**config.mk**
```make
export PLATFORM = sky130hd
export DESIGN_NAME = complex_nr_mult_initiator
export DESIGN_NICKNAME = d
export VERILOG_FILES = /design/src/rtl/complex_nr_mult_initiator_pkg.sv /design/src/rtl/complex_nr_mult_initiator_acc.sv /design/src/rtl/complex_nr_mult_initiator.sv
export SDC_FILE = /design/constraint.sdc
export NUM_CORES = 1
export LEC_CHECK = 0
export CORE_MARGIN = 10
export CORE_UTILIZATION = 50
export CTS_CLUSTER_SIZE = 30
export DETAILED_ROUTE_END_ITERATION = 6
export GPL_ROUTABILITY_DRIVEN = 0
export PLACE_DENSITY = 0.84
export SLEW_MARGIN = 20
export SYNTH_ARGS = -nofsm -noshare
export SYNTH_HDL_FRONTEND = slang
export SYNTH_HIERARCHICAL = 1
export SYNTH_SLANG_ARGS = --single-unit
```
**constraint.sdc**
```tcl
create_clock -name clk -period 4.7 [get_ports clk]
set_clock_uncertainty 0.15 [all_clocks]
set_input_delay 1.41 -clock clk [delete_from_list [all_inputs] [get_ports clk]]
set_output_delay 1.41 -clock clk [all_outputs]
set_load 0.005 [all_outputs]
```
**src/rtl/complex_nr_mult_initiator_pkg.sv**
```systemverilog
// Shared definitions for the complex multiplier initiator: FSM encoding
// and small handshake helpers.
package complex_nr_mult_initiator_pkg;

  typedef enum logic [1:0] {
    ST_IDLE  = 2'd0,
    ST_ISSUE = 2'd1,
    ST_WAIT  = 2'd2,
    ST_DONE  = 2'd3
  } state_t;

  localparam logic HS_ASSERT   = 1'b1;
  localparam logic HS_DEASSERT = 1'b0;

  // A transfer happens when valid and ready are both high at the same edge.
  function automatic logic xfer(input logic val, input logic ready);
    return val & ready;
  endfunction

endpackage

```
**src/rtl/complex_nr_mult_initiator_acc.sv**
```systemverilog
// Complex accumulator: two signed wrapping accumulators, a saturating term
// counter and a sticky signed-overflow flag, with clear priority over enable.
module complex_acc #(
  parameter int DATA_WIDTH = 8,
  parameter int ACC_WIDTH  = 20,
  parameter int CNT_WIDTH  = 8
) (
  input  logic                    clk,
  input  logic                    rstn,
  input  logic                    clr,
  input  logic                    en,
  input  logic [2*DATA_WIDTH-1:0] prod_re,
  input  logic [2*DATA_WIDTH-1:0] prod_im,
  output logic [ACC_WIDTH-1:0]    acc_re,
  output logic [ACC_WIDTH-1:0]    acc_im,
  output logic [CNT_WIDTH-1:0]    acc_cnt,
  output logic                    acc_ovf
);

  logic [ACC_WIDTH-1:0] ext_re, ext_im;
  logic [ACC_WIDTH-1:0] sum_re, sum_im;
  logic                 ovf_re, ovf_im;

  // Sign-extend the products, form wrapped sums and detect signed overflow
  // (addends share a sign but the sum's sign differs).
  always_comb begin
    ext_re = ACC_WIDTH'($signed(prod_re));
    ext_im = ACC_WIDTH'($signed(prod_im));
    sum_re = acc_re + ext_re;
    sum_im = acc_im + ext_im;
    ovf_re = (acc_re[ACC_WIDTH-1] == ext_re[ACC_WIDTH-1]) &&
             (sum_re[ACC_WIDTH-1] != acc_re[ACC_WIDTH-1]);
    ovf_im = (acc_im[ACC_WIDTH-1] == ext_im[ACC_WIDTH-1]) &&
             (sum_im[ACC_WIDTH-1] != acc_im[ACC_WIDTH-1]);
  end

  // Accumulator state: clear wins, otherwise add one term per enable.
  always_ff @(posedge clk or negedge rstn) begin
    if (!rstn) begin
      acc_re  <= '0;
      acc_im  <= '0;
      acc_cnt <= '0;
      acc_ovf <= 1'b0;
    end else if (clr) begin
      acc_re  <= '0;
      acc_im  <= '0;
      acc_cnt <= '0;
      acc_ovf <= 1'b0;
    end else if (en) begin
      acc_re  <= sum_re;
      acc_im  <= sum_im;
      if (acc_cnt != '1) acc_cnt <= acc_cnt + 1'b1;
      acc_ovf <= acc_ovf | ovf_re | ovf_im;
    end
  end

endmodule

```
**src/rtl/complex_nr_mult_initiator.sv**
```systemverilog
// Initiator for a complex multiplier: takes operand pairs from a host stream,
// issues them one at a time to the multiplier, accumulates the products over
// a burst ending at in_last and presents the complex dot product.
//
// Handshakes: every port transfers on a posedge where its val and ready are
// both high; val is never withdrawn before the transfer and data under a
// high val is held stable until that transfer.
module complex_nr_mult_initiator
  import complex_nr_mult_initiator_pkg::*;
#(
  parameter int DATA_WIDTH = 8,
  parameter int ACC_WIDTH  = 20,
  parameter int CNT_WIDTH  = 8
) (
  input  logic                    clk,
  input  logic                    rstn,
  input  logic                    sw_rst,
  input  logic                    in_val,
  output logic                    in_ready,
  input  logic                    in_last,
  input  logic [DATA_WIDTH-1:0]   in_op_1_re,
  input  logic [DATA_WIDTH-1:0]   in_op_1_im,
  input  logic [DATA_WIDTH-1:0]   in_op_2_re,
  input  logic [DATA_WIDTH-1:0]   in_op_2_im,
  output logic                    mult_op_val,
  input  logic                    mult_op_ready,
  output logic [DATA_WIDTH-1:0]   mult_op_1_re,
  output logic [DATA_WIDTH-1:0]   mult_op_1_im,
  output logic [DATA_WIDTH-1:0]   mult_op_2_re,
  output logic [DATA_WIDTH-1:0]   mult_op_2_im,
  input  logic                    mult_res_val,
  output logic                    mult_res_ready,
  input  logic [2*DATA_WIDTH-1:0] mult_result_re,
  input  logic [2*DATA_WIDTH-1:0] mult_result_im,
  output logic                    acc_val,
  input  logic                    acc_ready,
  output logic [ACC_WIDTH-1:0]    acc_re,
  output logic [ACC_WIDTH-1:0]    acc_im,
  output logic [CNT_WIDTH-1:0]    acc_cnt,
  output logic                    acc_ovf,
  output state_t                  fsm_state
);

  state_t state, state_nxt;
  logic   last_q;
  logic   op_load;
  logic   res_xfer;
  logic   acc_xfer;

  assign fsm_state = state;

  // State register; software reset returns to IDLE ahead of any handshake.
  always_ff @(posedge clk or negedge rstn) begin
    if (!rstn)       state <= ST_IDLE;
    else if (sw_rst) state <= ST_IDLE;
    else             state <= state_nxt;
  end

  // Next-state and handshake outputs; each port is only ever ready/valid in
  // its own state, so one multiplier transaction is outstanding at a time.
  always_comb begin
    state_nxt      = state;
    in_ready       = HS_DEASSERT;
    mult_op_val    = HS_DEASSERT;
    mult_res_ready = HS_DEASSERT;
    acc_val        = HS_DEASSERT;
    op_load        = 1'b0;
    res_xfer       = 1'b0;
    acc_xfer       = 1'b0;
    case (state)
      ST_IDLE: begin
        in_ready = HS_ASSERT;
        if (xfer(in_val, in_ready)) begin
          op_load   = 1'b1;
          state_nxt = ST_ISSUE;
        end
      end
      ST_ISSUE: begin
        mult_op_val = HS_ASSERT;
        if (xfer(mult_op_val, mult_op_ready)) state_nxt = ST_WAIT;
      end
      ST_WAIT: begin
        mult_res_ready = HS_ASSERT;
        if (xfer(mult_res_val, mult_res_ready)) begin
          res_xfer  = 1'b1;
          state_nxt = last_q ? ST_DONE : ST_IDLE;
        end
      end
      ST_DONE: begin
        acc_val = HS_ASSERT;
        if (xfer(acc_val, acc_ready)) begin
          acc_xfer  = 1'b1;
          state_nxt = ST_IDLE;
        end
      end
      default: state_nxt = ST_IDLE;
    endcase
  end

  // Operand registers feed the multiplier directly; they only load in IDLE,
  // so they hold from ISSUE entry through the WAIT exit edge.
  always_ff @(posedge clk or negedge rstn) begin
    if (!rstn) begin
      mult_op_1_re <= '0;
      mult_op_1_im <= '0;
      mult_op_2_re <= '0;
      mult_op_2_im <= '0;
      last_q       <= 1'b0;
    end else if (sw_rst) begin
      mult_op_1_re <= '0;
      mult_op_1_im <= '0;
      mult_op_2_re <= '0;
      mult_op_2_im <= '0;
      last_q       <= 1'b0;
    end else if (op_load) begin
      mult_op_1_re <= in_op_1_re;
      mult_op_1_im <= in_op_1_im;
      mult_op_2_re <= in_op_2_re;
      mult_op_2_im <= in_op_2_im;
      last_q       <= in_last;
    end
  end

  complex_acc #(
    .DATA_WIDTH (DATA_WIDTH),
    .ACC_WIDTH  (ACC_WIDTH),
    .CNT_WIDTH  (CNT_WIDTH)
  ) u_acc (
    .clk     (clk),
    .rstn    (rstn),
    .clr     (sw_rst | acc_xfer),
    .en      (res_xfer),
    .prod_re (mult_result_re),
    .prod_im (mult_result_im),
    .acc_re  (acc_re),
    .acc_im  (acc_im),
    .acc_cnt (acc_cnt),
    .acc_ovf (acc_ovf)
  );

endmodule

```
* Yosys cells after proc, flatten, opt, wreduce, memory -nomap -nowiden
Index checks and enable logic that the tools add are counted.
Storage, ports and cells: register bits after elaboration 84, latch bits 0, RAM bits 0, ROM bits 0, logic and storage cells 72, memories 0
Operators by class: add/sub/neg operators 3, multiply operators 0, divide/modulo/power cells 0, order comparisons 0, equal/unequal tests 12, shift-type cells 0, multiplexer cells 36, bitwise gates (word level) 3, reductions and logical operators 8
Operators by type and width (count):
- $mux 8 | 11
- $mux 20 | 4
- $add 20x20->20 | 2
- $mux 1 | 14
- $mux 2 | 6
- $ne 3x3->1 const B | 4
- $add 8x1->8 const B | 1
- $ne 8x8->1 const B | 1
- $pmux 2 s4 | 1
- $reduce_bool 2->1 | 3
- $eq 2x2->1 const B | 2
- $reduce_and 4->1 | 1
- $or 1x1->1 | 3
- $eq 1x1->1 | 2
- $eq 2x1->1 const B | 1
- $logic_and 1x1->1 | 2
- $logic_not 2->1 | 1
- $ne 1x1->1 | 2
- $reduce_and 2->1 | 1

* Logic depth before layout (Yosys ltp)
depth after elaboration 7, gate-level depth with buffers 9, depth with buffers taken out 9

* Cells and area by module
The synthesis kept the hierarchy.
By module, submodules not included:
- complex_acc | instances 1, cells each 436, area each 3887.5 µm², sequential area each 1226.2 µm²
- complex_nr_mult_initiator | instances 1, cells each 164, area each 1508.9 µm², sequential area each 875.8 µm²

* Least setup slack after synthesis
Ideal clock, no wire load.
path type input -> register, start point input mult_result_im[0], end point register u_acc.acc_im[16], library setup time 0.124 ns, arrival 3.550 ns, data required time 4.426 ns, path slack 0.876 ns, stages on the path 9, cell sequence ha_1 > fa_1 > a21o_1 > a21o_1 > a2111oi_4 > nor4b_1 > o311a_1 > mux2i_1 > a211o_1
On the way: cells in the longest elaborated chain, start to end 3
Ends and longest elaborated chain:
- start: declaration | line complex_nr_mult_initiator.sv:34 | input logic [2*DATA_WIDTH-1:0] mult_result_im,
- $add 20x20->20 | line complex_nr_mult_initiator_acc.sv:30 | sum_im = acc_im + ext_im;
- $mux 20 | line complex_nr_mult_initiator_acc.sv:49 | end else if (en) begin
- $mux 20 | line complex_nr_mult_initiator_acc.sv:44 | end else if (clr) begin
- end signal: assignment | line complex_nr_mult_initiator_acc.sv:51 | acc_im <= sum_im;
- end: declaration | line complex_nr_mult_initiator_acc.sv:15 | output logic [ACC_WIDTH-1:0] acc_im,
No other way between the ends. The select of a mux whose other input is x is not followed. A chain may end at the register's enable or synchronous reset.

* Worst setup path in the final report
Ends and elaborated chain as after synthesis.

==> flow_summary_export.csv <==
group,metric,value,unit
min_path,worstHoldEndpoint,"u_acc/acc_im[10]",
critical_path,setup.worst_path.class,"in2reg",
min_path,worst_hold_path.num_cells,2,
clocking,clkSlewWorstSetupHoldPaths,90,ps
placed_design,placement.io_buffers,158,
global_routing,grt_first_pass_wirelength,24.7,mm
placed_design,dpl.hpwl,11.9,mm
finish,nFillCells,810,
finish,multiInputGateArea,3110,sq um
finish,areaGrowthSynthToFinish,34.3,%
timing,worst_slack,598,ps
critical_path,critical_path.endpoint_type,"flop",
route,routed_via_density,5.68,
synth,postSynthNetCount,713,
global_routing,global_route.overflow_total,0,
synth,synth_top_cells_by_count,"sky130_fd_sc_hd__nand2_1 (103), sky130_fd_sc_hd__dfrtp_1 (84), sky130_fd_sc_hd__a21oi_1 (73)",
floorplanning,die-width,124,um
finish,layout_cell_share_with_drive_strength_beyond_1,0.0688,
clocking,h-tree-depth,3,
clocking,clock_sink_count,84,
timing,final-setup-viol-count,0,
route,wl_per_cell,17.6,um
floorplanning,initial_core_util,0.518,
global_routing,grt_pass1_vias,5010,
synth,fraction_of_registers_with_async_set_or_reset_after_synthesis,1.00,
synth,synth_top_cell_by_area,"sky130_fd_sc_hd__dfrtp_1",
run,cap_viol_max_count,0,
clocking,clock_latency,350,ps
synth,postSynthAreaPerCell,8.99,sq um
floorplanning,core.rowCount,37,
synth,dominantRegCellSynth,"sky130_fd_sc_hd__dfrtp_1",
synth,syn-instance-count,600,
global_routing,pin_count_of_the_biggest_net_entering_global_routing,85,
synth,synth.area.top_cells,"sky130_fd_sc_hd__dfrtp_1 (39%), sky130_fd_sc_hd__ha_1 (9.0%), sky130_fd_sc_hd__nand2_1 (7.2%)",
critical_path,critical_path.max_fanout,4,
clocking,cts_inserted_buffers,9,
route,drc,0,
clocking,cts-root-buf,"sky130_fd_sc_hd__clkbuf_8",
critical_path,worst-r2r-cell-count,9,
critical_path,end_of_the_worst_register_to_register_path,"u_acc/acc_im[16]",
timing,slew_headroom,0.282,
clocking,cts_hold_buffers,0,
power_and_ir_drop,total_leakage_power,3.13,nW
critical_path,worst-endpoint-required,4780,ps
synth,synth_cell_area,5400,sq um
timing,max_freq,244,MHz
route,routed-via-count,5067,
route,drt-total-wl,15.7,mm
floorplanning,ios,159,
timing,slew_violations,0,
clocking,post-cts-setup-buffer-count,0,
placed_design,post_place_setup_slack,282,ps
min_path,holdCritPathClass,"reg2reg",
synth,edff_count_synth,0,
run_status,status,"finished, final reports clean",
clocking,cts_max_path_buffers,2,
global_routing,globalRouteTotalUtil,0.200,
critical_path,regToRegSetupSlack,1640,ps
synth,synth_seq_area_share,0.390,
finish,num_antenna_cells,0,
critical_path,worst-endpoint-arrival,4190,ps
floorplanning,core,10400,sq um
timing,unrepaired_setup_endpoints_after_global_routing,"false",
synth,post-synth-top-count-cell,"sky130_fd_sc_hd__nand2_1",
route,final_antenna_net_count,0,
power_and_ir_drop,vdd_drop_max,0.140,mV
timing,final_min_period,4100,ps
finish,final-seq-area,2100,sq um
min_path,hold_path.startpoint,"u_acc/acc_im[10]",
global_routing,antenna_found_initial,0,
floorplanning,die_area,15300,sq um
synth,synthDistinctLibCells,68,
timing,setup_tns,0,ps
synth,netlist.area_leader.share,0.390,
route,drt_iter0_markers,347,
critical_path,cp-start-kind,"primary input",
route,first_pass_iters,5,
clocking,post_cts_resize_count,0,
power_and_ir_drop,power_density,237,nW/um^2
clocking,tritoncts,"built",
critical_path,worst_r2r_startpoint,"u_acc/acc_im[0]",
timing,hold_viol,0,
finish,nNetsFinal,865,
synth,ys_seq_elements,84,
floorplanning,chipHeight,124,um
synth,yosysWarningCount,6,
timing,worst_slew_pin_slew,1070,ps
timing,period_share,0.873,
-- report_power, final --
group | switching [mW] | internal, mW | total, mW | leakage [nW]
Clock | 0.267 | 0.243 | 0.509 | 0.0873
Combinational | 0.210 | 0.214 | 0.424 | 1.89
Sequential | 0.0275 | 0.755 | 0.783 | 1.15
Total | 0.504 | 1.21 | 1.72 | 3.13
-- metrics by stage --
step / std cells / power (mW) / hold WS, ps / area [sq um] / utilization
finish: 892 / 1.72 / 361 / 7250 / 0.696
global route: 892 / 1.80 / 382 / 7250 / 0.696
CTS: 891 / 1.73 / 370 / 7230 / 0.694
detailed placement: 876 / 1.22 / 350 / 7040 / 0.676
global placement: 876 / 1.20 / 345 / 7040 / 0.676
floorplan: 600 / 1.02 / 350 / 5400 / -
-- kinds of logic after synthesis --
logic type,after synthesis,synth area share
and+or+nand+nor,224,0.190
AOI/OAI and AO/OA,168,0.199
DFF,84,0.390
adders and majority gates,41,0.0978
buffers and inverters,32,0.0343
xor gates and xnor gates,31,0.0503
muxes,20,0.0385
-- cell type report --
| cell class | count | share of cell area |
|---|---|---|
| clock buffers | 9 | 0.0171 |
| clock inverters | 6 | 0.00915 |
| inverters | 7 | 0.00362 |
| multi-input cells | 484 | 0.429 |
| flip-flops and latches | 84 | 0.290 |
| well taps | 136 | 0.0235 |
| repair buffers | 166 | 0.228 |
-- routing by layer --
metal / wire [um] / GRT usage / part of all wire / up-vias
met5: 0 / 0 / 0 / -
met4: 286 / 0.0698 / 0.018 / 0
met3: 1250 / 0.0561 / 0.080 / 26
met2: 7870 / 0.347 / 0.50 / 181
met1: 6330 / 0.231 / 0.40 / 2425
li1: - / - / - / 2435
-- cells in the final DEF, fill, tap and decap left out, drive strengths merged, types with 17 or more instances in the layout --
master / netlist / layout
clkdlybuf4s50: 0 / 157
a211oi: 20 / 20
o21ai: 31 / 31
a21oi: 74 / 74
xnor2: 18 / 18
nand2: 104 / 104
mux2i: 17 / 17
nor2: 56 / 56
dfrtp: 84 / 84
ha: 39 / 39
-- how the worst max path moves through the flow --
stage	from	end	slack (ps)	cells after the start
3_5_place_dp	mult_result_im[0]	u_acc/acc_im[16]	280	10
3_3_place_gp	mult_result_im[0]	u_acc/acc_im[16]	290	10
5_1_grt	mult_result_im[0]	u_acc/acc_im[16]	550	10
4_1_cts	mult_result_im[0]	u_acc/acc_im[16]	640	10
2_1_floorplan	mult_result_im[0]	u_acc/acc_im[16]	880	9
6_report	mult_result_im[0]	u_acc/acc_im[16]	600	10
-- sequential cells by signal (all words and copies together) (netlist names) --
name and count:
mult_op_2_re 8, fsm_state 2, last_q 1, mult_op_1_im 8
mult_op_1_re 8, u_acc/acc_re 20, u_acc/acc_ovf 1, u_acc/acc_cnt 8
mult_op_2_im 8, u_acc/acc_im 20
-- critical path, cell delays in order --
cell and delay [ps]:
sky130_fd_sc_hd__clkdlybuf4s50_1 400, sky130_fd_sc_hd__ha_1 260, sky130_fd_sc_hd__fa_1 430, sky130_fd_sc_hd__a21o_1 180, sky130_fd_sc_hd__a21o_1 230, sky130_fd_sc_hd__a2111oi_4 450
sky130_fd_sc_hd__nor4b_1 120, sky130_fd_sc_hd__o311a_1 320, sky130_fd_sc_hd__mux2i_1 120, sky130_fd_sc_hd__a211o_1 260
Note: power is estimated with default switching activity, not from simulation.
